==> config.mk <==
export PLATFORM = sky130hd
export DESIGN_NAME = tx_stretch_buffer
export DESIGN_NICKNAME = d
export VERILOG_FILES = /design/src/rtl/tx_stretch_pkg.sv /design/src/rtl/tx_stretch_buffer_sync_fifo.sv /design/src/rtl/tx_stretch_buffer.sv
export SDC_FILE = /design/constraint.sdc
export NUM_CORES = 1
export LEC_CHECK = 0
export ABC_AREA = 1
export BUFFER_PORTS_ARGS = -buffer_cell sky130_fd_sc_hd__buf_2
export CAP_MARGIN = 30
export CELL_PAD_IN_SITES_DETAIL_PLACEMENT = 1
export CELL_PAD_IN_SITES_GLOBAL_PLACEMENT = 2
export CORE_MARGIN = 1
export CORE_UTILIZATION = 39
export DETAILED_ROUTE_END_ITERATION = 6
export PLACE_DENSITY = 0.81
export REMOVE_ABC_BUFFERS = 1
export SLEW_MARGIN = 0
export SYNTH_ARGS = -nofsm -noshare
export SYNTH_HDL_FRONTEND = slang
export SYNTH_SLANG_ARGS = --single-unit
==> constraint.sdc <==
create_clock -name CLK -period 4.15 [get_ports CLK]
set_input_delay 0.2075 -clock CLK [delete_from_list [all_inputs] [get_ports CLK]]
set_output_delay 0.2075 -clock CLK [all_outputs]
set_load 0.05 [all_outputs]
==> src/rtl/tx_stretch_pkg.sv <==
// Shared types and defaults for the TX valid-stretching buffer.
package tx_stretch_pkg;

  localparam int unsigned DEFAULT_DATA_WIDTH = 8;
  localparam int unsigned DEFAULT_DEPTH      = 4;
  localparam int unsigned DEFAULT_CNT_WIDTH  = 4;
  localparam int unsigned PTR_WIDTH          = $clog2(DEFAULT_DEPTH);

  typedef enum logic [1:0] {
    StIdle,
    StHold,
    StWaitRise,
    StWaitFall
  } state_e;

endpackage

==> src/rtl/tx_stretch_buffer_sync_fifo.sv <==
// Power-of-two synchronous FIFO with registered full/empty flags.
module sync_fifo #(
  parameter int unsigned DATA_WIDTH = 8,
  parameter int unsigned DEPTH      = 4
) (
  input  logic                  clk_i,
  input  logic                  rst_ni,
  input  logic                  push_i,
  input  logic [DATA_WIDTH-1:0] wdata_i,
  input  logic                  pop_i,
  output logic [DATA_WIDTH-1:0] rdata_o,
  output logic                  full_o,
  output logic                  empty_o
);

  localparam int unsigned PtrW = $clog2(DEPTH);
  localparam int unsigned CntW = PtrW + 1;

  logic [DATA_WIDTH-1:0] mem_q [DEPTH];
  logic [PtrW-1:0]       wr_ptr_q, wr_ptr_d;
  logic [PtrW-1:0]       rd_ptr_q, rd_ptr_d;
  logic [CntW-1:0]       count_q, count_d;
  logic                  full_q, full_d;
  logic                  empty_q, empty_d;
  logic                  do_push, do_pop;

  // Flags come from the registered count, so a same-cycle pop never frees room for a push.
  assign do_push = push_i && !full_q;
  assign do_pop  = pop_i && !empty_q;

  always_comb begin
    wr_ptr_d = wr_ptr_q;
    rd_ptr_d = rd_ptr_q;
    count_d  = count_q;
    if (do_push) wr_ptr_d = wr_ptr_q + PtrW'(1);
    if (do_pop)  rd_ptr_d = rd_ptr_q + PtrW'(1);
    if (do_push && !do_pop) begin
      count_d = count_q + CntW'(1);
    end else if (do_pop && !do_push) begin
      count_d = count_q - CntW'(1);
    end
    full_d  = (count_d == CntW'(DEPTH));
    empty_d = (count_d == '0);
  end

  always_ff @(posedge clk_i) begin
    if (!rst_ni) begin
      wr_ptr_q <= '0;
      rd_ptr_q <= '0;
      count_q  <= '0;
      full_q   <= 1'b0;
      empty_q  <= 1'b1;
    end else begin
      wr_ptr_q <= wr_ptr_d;
      rd_ptr_q <= rd_ptr_d;
      count_q  <= count_d;
      full_q   <= full_d;
      empty_q  <= empty_d;
    end
  end

  always_ff @(posedge clk_i) begin
    if (do_push) mem_q[wr_ptr_q] <= wdata_i;
  end

  assign rdata_o = mem_q[rd_ptr_q];
  assign full_o  = full_q;
  assign empty_o = empty_q;

endmodule

==> src/rtl/tx_stretch_buffer.sv <==
// Buffers TX bytes and presents each with valid stretched for HOLD_CNT+1 cycles,
// then waits for the TX busy handshake (or a timeout) before the next byte.
module tx_stretch_buffer
  import tx_stretch_pkg::*;
#(
  parameter int unsigned DATA_WIDTH = DEFAULT_DATA_WIDTH,
  parameter int unsigned DEPTH      = DEFAULT_DEPTH,
  parameter int unsigned CNT_WIDTH  = DEFAULT_CNT_WIDTH
) (
  input  logic                  CLK,
  input  logic                  RST,
  input  logic [DATA_WIDTH-1:0] IN_DATA,
  input  logic                  IN_VLD,
  input  logic [CNT_WIDTH-1:0]  HOLD_CNT,
  input  logic                  BUSY,
  input  logic                  CLR_OVF,
  output logic [DATA_WIDTH-1:0] OUT_DATA,
  output logic                  OUT_VLD,
  output logic                  FULL,
  output logic                  EMPTY,
  output logic                  OVF
);

  state_e                state_q, state_d;
  logic [CNT_WIDTH-1:0]  cnt_q, cnt_d;
  logic [DATA_WIDTH-1:0] out_data_q, out_data_d;
  logic                  out_vld_q, out_vld_d;
  logic                  ovf_q, ovf_d;
  logic [DATA_WIDTH-1:0] head_data;
  logic                  fifo_full, fifo_empty, pop;

  sync_fifo #(
    .DATA_WIDTH (DATA_WIDTH),
    .DEPTH      (DEPTH)
  ) u_fifo (
    .clk_i   (CLK),
    .rst_ni  (RST),
    .push_i  (IN_VLD),
    .wdata_i (IN_DATA),
    .pop_i   (pop),
    .rdata_o (head_data),
    .full_o  (fifo_full),
    .empty_o (fifo_empty)
  );

  always_comb begin
    state_d    = state_q;
    cnt_d      = cnt_q;
    out_data_d = out_data_q;
    out_vld_d  = out_vld_q;
    pop        = 1'b0;
    unique case (state_q)
      StIdle: begin
        if (!fifo_empty && !BUSY) begin
          pop        = 1'b1;
          out_data_d = head_data;
          out_vld_d  = 1'b1;
          cnt_d      = '0;
          state_d    = StHold;
        end
      end
      StHold: begin
        if (cnt_q == HOLD_CNT) begin
          out_vld_d  = 1'b0;
          out_data_d = '0;
          cnt_d      = '0;
          state_d    = StWaitRise;
        end else begin
          cnt_d = cnt_q + CNT_WIDTH'(1);
        end
      end
      StWaitRise: begin
        // No busy seen within the window: transfer missed or already done.
        if (BUSY) begin
          state_d = StWaitFall;
        end else if (cnt_q == HOLD_CNT) begin
          state_d = StIdle;
        end else begin
          cnt_d = cnt_q + CNT_WIDTH'(1);
        end
      end
      StWaitFall: begin
        if (!BUSY) state_d = StIdle;
      end
      default: state_d = StIdle;
    endcase
  end

  // A drop in the same cycle as a clear leaves the flag set.
  always_comb begin
    ovf_d = ovf_q;
    if (IN_VLD && fifo_full) begin
      ovf_d = 1'b1;
    end else if (CLR_OVF) begin
      ovf_d = 1'b0;
    end
  end

  always_ff @(posedge CLK) begin
    if (!RST) begin
      state_q    <= StIdle;
      cnt_q      <= '0;
      out_data_q <= '0;
      out_vld_q  <= 1'b0;
      ovf_q      <= 1'b0;
    end else begin
      state_q    <= state_d;
      cnt_q      <= cnt_d;
      out_data_q <= out_data_d;
      out_vld_q  <= out_vld_d;
      ovf_q      <= ovf_d;
    end
  end

  assign OUT_DATA = out_data_q;
  assign OUT_VLD  = out_vld_q;
  assign FULL     = fifo_full;
  assign EMPTY    = fifo_empty;
  assign OVF      = ovf_q;

endmodule

==> results.json <==
{
  "period_share_pct": 41.6,
  "start_util_pct": 41.0,
  "drive_above_1_share_pct": 22.3,
  "grt_pass1_wl_mm": 9.36,
  "fin_tns_setup_ns": 0,
  "synth.cell_area_mm2": 0.00263,
  "ctsHoldBuffers": 0,
  "endpoint_kind": "flop",
  "ctsResizeCount": 0,
  "drtIter0Drc": 72,
  "dieArea_mm2": 0.00708,
  "cts_buffers": 9,
  "slew_viol_final": 0,
  "period_minus_slack_ns": 1.73,
  "status": "finished with violations",
  "io_buffer_count": 28,
  "tritoncts": "yes",
  "path_class": "flop to flop",
  "drt_wl_total_mm": 5.56,
  "ctsLongestPathBuffers": 2,
  "multi_input_area_um2": 975,
  "max-cap-violations": 0,
  "power_density_mw_per_mm2": 577,
  "grt_antenna_before_repair": 0,
  "dieWidth_um": 84.1,
  "finalHoldViolations": 0,
  "max-vdd-ir-drop_uv": 192,
  "crit_arrival_ns": 1.95,
  "startpoint_type": "flop",
  "diodes": 0,
  "hpwl_mm": 3.89,
  "syn_inst": 280,
  "rows": 29,
  "path_max_fanout": 7,
  "remaining_drc_errors": 4,
  "die_h_um": 84.1,
  "synth_cell_types": 29,
  "layout.area.seq_mm2": 0.00150,
  "final_common_cell": "nand2_1",
  "fmax_mhz": 580,
  "fin_skew_ns": 0.00545,
  "p_total_mw": 1.74,
  "h-tree-depth": 3,
  "dr.pass1.iters": 6,
  "viasPerCell": 4.90,
  "grt_pass1_vias": 2003,
  "violations": "DRC",
  "hold_class": "input port to flop",
  "io-pin-count": 29,
  "clock-sinks": 59,
  "insertion_delay_ns": 0.33,
  "clk_transition_reported_paths_ns": 0.07,
  "required_ns": 4.38,
  "final_cell_mix": "58 x nand2_1, 43 x nor2_1, 32 x edfxtp_1",
  "grt_max_degree": 19,
  "gp_congestion": 0.652,
  "design.core.area_mm2": 0.00642,
  "relSlewSlack_pct": 46.1,
  "n_fill_cell": 765,
  "grt.total_usage_pct": 17.6,
  "synth_seq_cells": 59,
  "worstMarginPinSlew_ns": 0.806,
  "grt_overflow_total": 0,
  "root_buffer": "clkbuf_8",
  "area_growth_pct": 14.8,
  "vias": 1939,
  "final_util_pct": 47.0,
  "finalSetupViolations": 0,
  "seq_area_frac_synth_pct": 57.1,
  "p_leak_nw": 1.23,
  "r2r_slack_ns": 2.42,
  "nNetsFinal": 343,
  "syn-mean-instance-area_um2": 9.39,
  "grt_setup_unrepaired": "false",
  "ys_warn_count": 0,
  "wl_per_cell_um": 14.0,
  "drtAntennaViolNets": 0,
  "postCtsSetupRepairBufs": 0
}
-- worst max-delay path, cell delays in order, from the launching register on --
cell	delay [ns]
dfxtp_1	0.38
inv_1	0.12
ha_1	0.28
or2_1	0.29
o21ai_2	0.13
nor2_2	0.05
nand2_2	0.10
inv_2	0.07
nand2_1	0.06
nand2_1	0.05
nand2_1	0.05
nor2_1	0.04
-- path summary, 6_finish.rpt --
kind | cells past startpoint | end | startpoint
setup / recovery | 11 | cnt_q[3] | state_q[1]
hold / removal | 1 | u_fifo.mem_q[1][2] | IN_DATA[2]
setup reg to reg | 11 | cnt_q[3] | state_q[1]
hold reg to reg | 2 | OVF | OVF
-- registers in the layout, indices dropped and copies added (netlist names), named ones only --
| signal | count |
|---|---|
| state_q | 2 |
| OUT_DATA | 8 |
| OVF | 1 |
| u_fifo.rd_ptr_q | 2 |
| u_fifo.wr_ptr_q | 2 |
| u_fifo.full_o | 1 |
| cnt_q | 4 |
| OUT_VLD | 1 |
| u_fifo.empty_o | 1 |
| u_fifo.mem_q | 32 |
| u_fifo.count_q | 3 |
-- synth_stat cells, drive strengths merged --
master / n / share of area, %
a21oi: 18 / 4.0
buf: 3 / 0.67
clkbuf: 2 / 0.33
clkinv: 1 / 0.14
dfxtp: 27 / 21
edfxtp: 32 / 37
ha: 12 / 5.7
inv: 33 / 4.7
nand2: 66 / 10
nand3: 8 / 1.5
nor2: 49 / 7.8
nor3: 2 / 0.57
o21ai: 15 / 3.0
o22ai: 1 / 0.48
o32ai: 8 / 2.7
or2: 1 / 0.24
xor2: 2 / 0.95
-- report_power, final --
group | switching (mW) | leakage (nW) | internal, mW
registers | 0.0492 | 0.514 | 0.688
clock network | 0.239 | 0.0778 | 0.234
logic | 0.372 | 0.635 | 0.159
total | 0.660 | 1.23 | 1.08
-- cell families (layout without fill, tap and decap cells) --
kind of cell	Yosys count	in the layout	share of synthesized area [%]
AOI/OAI and AO/OA	42	42	10.1
xor gates and xnor gates	2	2	0.952
adders and majority gates	12	12	5.71
buffers and inverters	39	78	5.85
DFF	59	59	57.1
and+or+nand+nor	126	126	20.3
-- layout make-up --
type | count | area share (%)
inverters | 34 | 4.23
repair buffers | 28 | 4.64
clock buffers | 11 | 4.68
well taps | 77 | 3.19
flip-flops and latches | 59 | 49.7
clock inverters | 5 | 1.28
multi-input cells | 182 | 32.3
-- metrics by stage --
stage	instances	worst slack (ns)	cell area, um^2	hold WS, ns
after detailed placement	380	2.40	2840	0.429
after global placement	380	2.46	2840	0.429
final	396	2.42	3020	0.0860
after global routing	396	2.22	3020	0.0631
after CTS	396	2.38	3020	0.0729
after floorplan	275	2.60	2600	0.306
-- metal layers --
metal / wire [um] / track usage [%] / vias up
met2: 2760 / 29.9 / 28
li1: - / - / 979
met5: 0 / 0 / -
met3: 200 / 5.14 / 8
met4: 93 / 7.99 / 0
met1: 2500 / 20.6 / 924
(Power assumes the default switching activity.)
